`config.mk`:
```
export PLATFORM = sky130hd
export DESIGN_NAME = serial_add_ctrl
export DESIGN_NICKNAME = d
export VERILOG_FILES = /design/src/rtl/serial_add_pkg.sv /design/src/rtl/half_adder.sv /design/src/rtl/serial_add_slice.sv /design/src/rtl/serial_add_ctrl.sv
export SDC_FILE = /design/constraint.sdc
export NUM_CORES = 1
export LEC_CHECK = 0
export CORE_MARGIN = 10
export CORE_UTILIZATION = 54
export DETAILED_ROUTE_END_ITERATION = 10
export PLACE_DENSITY = 0.87
export SYNTH_ARGS = -nofsm -noshare
export SYNTH_HDL_FRONTEND = slang
export SYNTH_HIERARCHICAL = 1
export SYNTH_SLANG_ARGS = --single-unit
```
`constraint.sdc`:
```
create_clock -name i_clk -period 2.2 [get_ports i_clk]
set_input_delay 0.33 -clock i_clk [delete_from_list [all_inputs] [get_ports i_clk]]
set_output_delay 0.33 -clock i_clk [all_outputs]
set_load 0.01 [all_outputs]
```
`src/rtl/serial_add_pkg.sv`:
```
// Shared types and helpers for the bit-serial adder sequencer.
package serial_add_pkg;

  localparam int DEFAULT_WIDTH = 8;

  typedef enum logic [1:0] {
    ST_IDLE = 2'd0,
    ST_RUN  = 2'd1,
    ST_DONE = 2'd2
  } state_t;

  // Bit-counter width; a 1-bit operand still needs one counter bit.
  function automatic int cnt_width(input int w);
    return (w <= 1) ? 1 : $clog2(w);
  endfunction

endpackage

```
`src/rtl/half_adder.sv`:
```
// Single-bit half adder cell used as the serial datapath building block.
module half_adder (
  input  logic a,
  input  logic b,
  output logic sum,
  output logic carry
);

  assign sum   = a ^ b;
  assign carry = a & b;

endmodule

```
`src/rtl/serial_add_slice.sv`:
```
// Combinational full-adder slice: two half adders chained, carries ORed.
module serial_add_slice (
  input  logic a,
  input  logic b,
  input  logic cin,
  output logic sum,
  output logic cout
);

  logic s1;
  logic c1;
  logic c2;

  half_adder u_ha0 (
    .a     (a),
    .b     (b),
    .sum   (s1),
    .carry (c1)
  );

  half_adder u_ha1 (
    .a     (s1),
    .b     (cin),
    .sum   (sum),
    .carry (c2)
  );

  assign cout = c1 | c2;

endmodule

```
`src/rtl/serial_add_ctrl.sv`:
```
// Bit-serial adder sequencer: accepts A/B/cin, steps one full-adder slice
// LSB-first for WIDTH cycles, then holds {carry, sum} until consumed.
module serial_add_ctrl
  import serial_add_pkg::*;
#(
  parameter int WIDTH = DEFAULT_WIDTH
) (
  input  logic             i_clk,
  input  logic             i_rst,
  input  logic             i_valid,
  output logic             o_ready,
  input  logic [WIDTH-1:0] i_op_a,
  input  logic [WIDTH-1:0] i_op_b,
  input  logic             i_carry_in,
  output logic             o_valid,
  input  logic             i_ready,
  output logic [WIDTH-1:0] o_sum,
  output logic             o_carry,
  output logic             o_busy
);

  localparam int                CNT_W    = cnt_width(WIDTH);
  localparam logic [CNT_W-1:0]  CNT_LAST = CNT_W'(WIDTH - 1);

  state_t             state;
  logic [WIDTH-1:0]   a_q;
  logic [WIDTH-1:0]   b_q;
  logic [WIDTH-1:0]   sum_q;
  logic               carry_q;
  logic [CNT_W-1:0]   cnt_q;

  logic               slice_sum;
  logic               slice_cout;
  logic [WIDTH-1:0]   sum_ins;
  logic [WIDTH-1:0]   sum_nxt;

  serial_add_slice u_slice (
    .a    (a_q[0]),
    .b    (b_q[0]),
    .cin  (carry_q),
    .sum  (slice_sum),
    .cout (slice_cout)
  );

  // New sum bit enters at the MSB so that after WIDTH shifts bit 0 is aligned.
  always_comb begin
    sum_ins            = '0;
    sum_ins[WIDTH-1]   = slice_sum;
    sum_nxt            = (sum_q >> 1) | sum_ins;
  end

  always_ff @(posedge i_clk or posedge i_rst) begin
    if (i_rst) begin
      state   <= ST_IDLE;
      a_q     <= '0;
      b_q     <= '0;
      sum_q   <= '0;
      carry_q <= 1'b0;
      cnt_q   <= '0;
      o_ready <= 1'b1;
      o_valid <= 1'b0;
      o_busy  <= 1'b0;
    end else begin
      case (state)
        ST_IDLE: begin
          if (i_valid) begin
            a_q     <= i_op_a;
            b_q     <= i_op_b;
            carry_q <= i_carry_in;
            cnt_q   <= '0;
            state   <= ST_RUN;
            o_ready <= 1'b0;
            o_busy  <= 1'b1;
          end
        end
        ST_RUN: begin
          a_q     <= a_q >> 1;
          b_q     <= b_q >> 1;
          sum_q   <= sum_nxt;
          carry_q <= slice_cout;
          // Counter stops at the last bit rather than wrapping.
          if (cnt_q == CNT_LAST) begin
            state   <= ST_DONE;
            o_valid <= 1'b1;
          end else begin
            cnt_q <= cnt_q + CNT_W'(1);
          end
        end
        ST_DONE: begin
          if (i_ready) begin
            state   <= ST_IDLE;
            o_valid <= 1'b0;
            o_ready <= 1'b1;
            o_busy  <= 1'b0;
          end
        end
        default: begin
          state   <= ST_IDLE;
          o_valid <= 1'b0;
          o_ready <= 1'b1;
          o_busy  <= 1'b0;
        end
      endcase
    end
  end

  assign o_sum   = sum_q;
  assign o_carry = carry_q;

endmodule

```
==> flow_summary.ini <==
[status]
status = finished, final reports clean

[sta]
worst_pin_slew_ps = 586.8
finalMaxSlewViolations = 0
fmax_ghz = 0.5716
setup_tns_ps = 0
period_share_pct = 79.52
rsz0062_at_grt = no
fin_crit_ps = 1749
setup_ws_ps = 450.6
slew_headroom_pct = 60.88
skew_ps = 2.638
setup_viol = 0
finalHoldViolations = 0

[place]
dp_hpwl_um = 2576
io_buffers = 32
dp_slack_ps = 478.7
placed_cell_area_um2 = 1873
finalWeightedCongestion = 0.8310

[power_and_ir_drop]
ir_drop_v = 0.0009478
p_per_area_nw_per_um2 = 1366
p_leak_nw = 0.8113

[drt]
vias = 1162
vias_per_cell = 5.839
drtIter0Drc = 135
drc = 0
ant_nets = 0
drt_wl_total_um = 3435
drt-pass1-iter-count = 4
wl_per_cell_um = 17.26

[finish]
finalInstanceArea_um2 = 1928
final_nets = 193
drive_gt1_share_pct = 15.48
n_antenna_cell = 0
syn_to_final_growth_pct = 23.18

[logic_synthesis]
synth_ff_type = dfrtp_1
synth_seq_cells = 33
async_flop_share_pct = 100.0
ys_warn_count = 6
syn-cell-area_um2 = 1565
ys_types = 29
synth-edff-count = 0
synth_cells = 136
syn_area_per_cell_um2 = 11.51
synth_seq_area_share_pct = 52.84
syn_nets = 161

[clock_tree]
cts.clk_slew.worst_paths_ps = 90
htreeDepth = 2
cts_root_buf = clkbuf_4
cts_tree = yes
cts_num_sinks = 33
cts_buffers = 5
clock_latency_ps = 330
cts_buffer_depth = 2
hold_buffers = 0
cts.repair.resized = 0
post_cts_buffers = 0

[critical_path]
r2r_cells = 3
path_max_fanout = 3
worstSetupStartpointType = flop
cp-end-kind = primary output
critPathBufInv = 1
worstPathCellList = clkdlybuf4s50_1
worstReg2RegStart = state[1]$_DFFE_PP0P_
critPathTopFamily = flip-flops
reg2reg_slack_ps = 660
crit_slowest_cell = dfstp_2
arrival_ps = 1420
reg2reg_to = o_sum[7]$_DFFE_PP0P_
cp.required_ps = 1870
critical_path.max_stage_delay_ps = 550
startpoint = o_ready$_DFFE_PP1P_
critPathKind = flop to primary output

[die]
boundaryPins = 33
fp-row-count = 19
coreArea_um2 = 2758
fp.dieW_um = 73.84
dieArea_um2 = 5452
dieHeight_um = 73.84
start_util_pct = 56.76

[grt]
grt_max_degree = 34
grt_antenna_before_repair = 0
grt_overflow = 0
grt_pass1_vias = 1246
grt_pass1_wl_um = 5678
grt_usage_pct = 13.55

[hold_path]
hp-class = input pin to async pin

[job]
maxCapViolations = 0
[Yosys cell counts, types with 3 or more instances]
library cell   n  area [µm²]
dfrtp_1       32       800.8
nor2_1        13       48.80
a21oi_1        8       40.04
inv_1          7       26.28
nand3b_1       7       52.55
o21ai_0        6       30.03
a32oi_1        5       43.79
buf_2          5       25.02
mux2_2         5       56.30
nand2_1        5       18.77
o21a_1         5       37.54
o221a_2        5       56.30
buf_6          4       45.04
ha_1           4       50.05
mux2_4         3       45.04
o22ai_1        3       18.77
o2bb2ai_1      3       26.28
[stage by stage]
stage	hold slack (ps)	instances	total power, W	utilization [%]
detailed placement	482.6	192	0.002309	67.92
global route	432.2	199	0.002813	69.92
floorplan	458.2	136	0.001915	-
global placement	476.3	192	0.002217	67.92
CTS	382.8	199	0.002649	69.92
finish	372.7	199	0.002633	69.92
[how the worst max path moves through the flow]
stage                               end  slack, ps  depth (start not counted)
finish                          o_ready        450                          1
global route                    o_ready        420                          1
CTS                             o_ready        430                          1
detailed placement   a_q[6]$_DFFE_PP0P_        480                          3
global placement    o_carry$_DFFE_PP0P_        540                          3
floorplan           o_carry$_DFFE_PP0P_        830                          4
[area by class of cell]
cell class,count,area (µm²)
clock buffers,7,55.05
fillers,206,829.5
inverters,8,30.03
multi-input cells,85,634.4
flip-flops and latches,33,827.0
well taps,31,38.79
repair buffers,35,342.8
[sequential cells by signal, summed over array words and instances (netlist names)]
register and flops:
a_q 8, cnt_q 3, state 2, o_valid 1
o_carry 1, o_busy 1, o_ready 1, o_sum 8
b_q 8
[power by group]
group          total [W]  switching [W]  internal (W)  leakage, nW
logic            0.00116       0.000496      0.000668        0.398
registers        0.00113       0.000235      0.000891        0.382
clock network   0.000343       0.000192      0.000151       0.0314
[layout by cell type (no fill, tap or decap)]
cell type         n
a21oi_1           8
a22oi_1           2
a32o_1            1
a32oi_1           5
buf_4             3
clkbuf_1          1
clkbuf_4          5
clkbuf_8          1
clkdlybuf4s50_1  32
dfrtp_1          32
dfstp_2           1
ha_1              4
inv_1             7
inv_2             1
mux2_2            5
mux2_4            3
nand2_1           5
nand2_4           1
nand2b_1          2
nand3b_1          7
nor2_1           13
nor2b_1           1
nor3_1            2
o21a_1            5
o21ai_0           6
o21ba_4           1
o221a_1           2
o221a_2           5
o22ai_1           3
o2bb2ai_1         3
or2_1             1
[layer usage]
layer  global-route usage (%)  part of all wire [%]  up-vias
met5                        0                     0        -
met4                    9.317                   3.4        0
met3                    3.769                   5.6       14
met2                    21.59                    51       33
met1                    15.29                    40      560
li1                         -                     -      555
[cell families after synthesis]
| family | after synthesis | synth area share, % |
|---|---|---|
| adders and majority gates | 4 | 3.198 |
| and+or+nand+nor | 32 | 10.63 |
| muxes | 8 | 6.474 |
| buffers and inverters | 18 | 6.634 |
| DFF | 33 | 52.84 |
| AOI/OAI and AO/OA | 41 | 20.22 |
(Power assumes the default switching activity.)
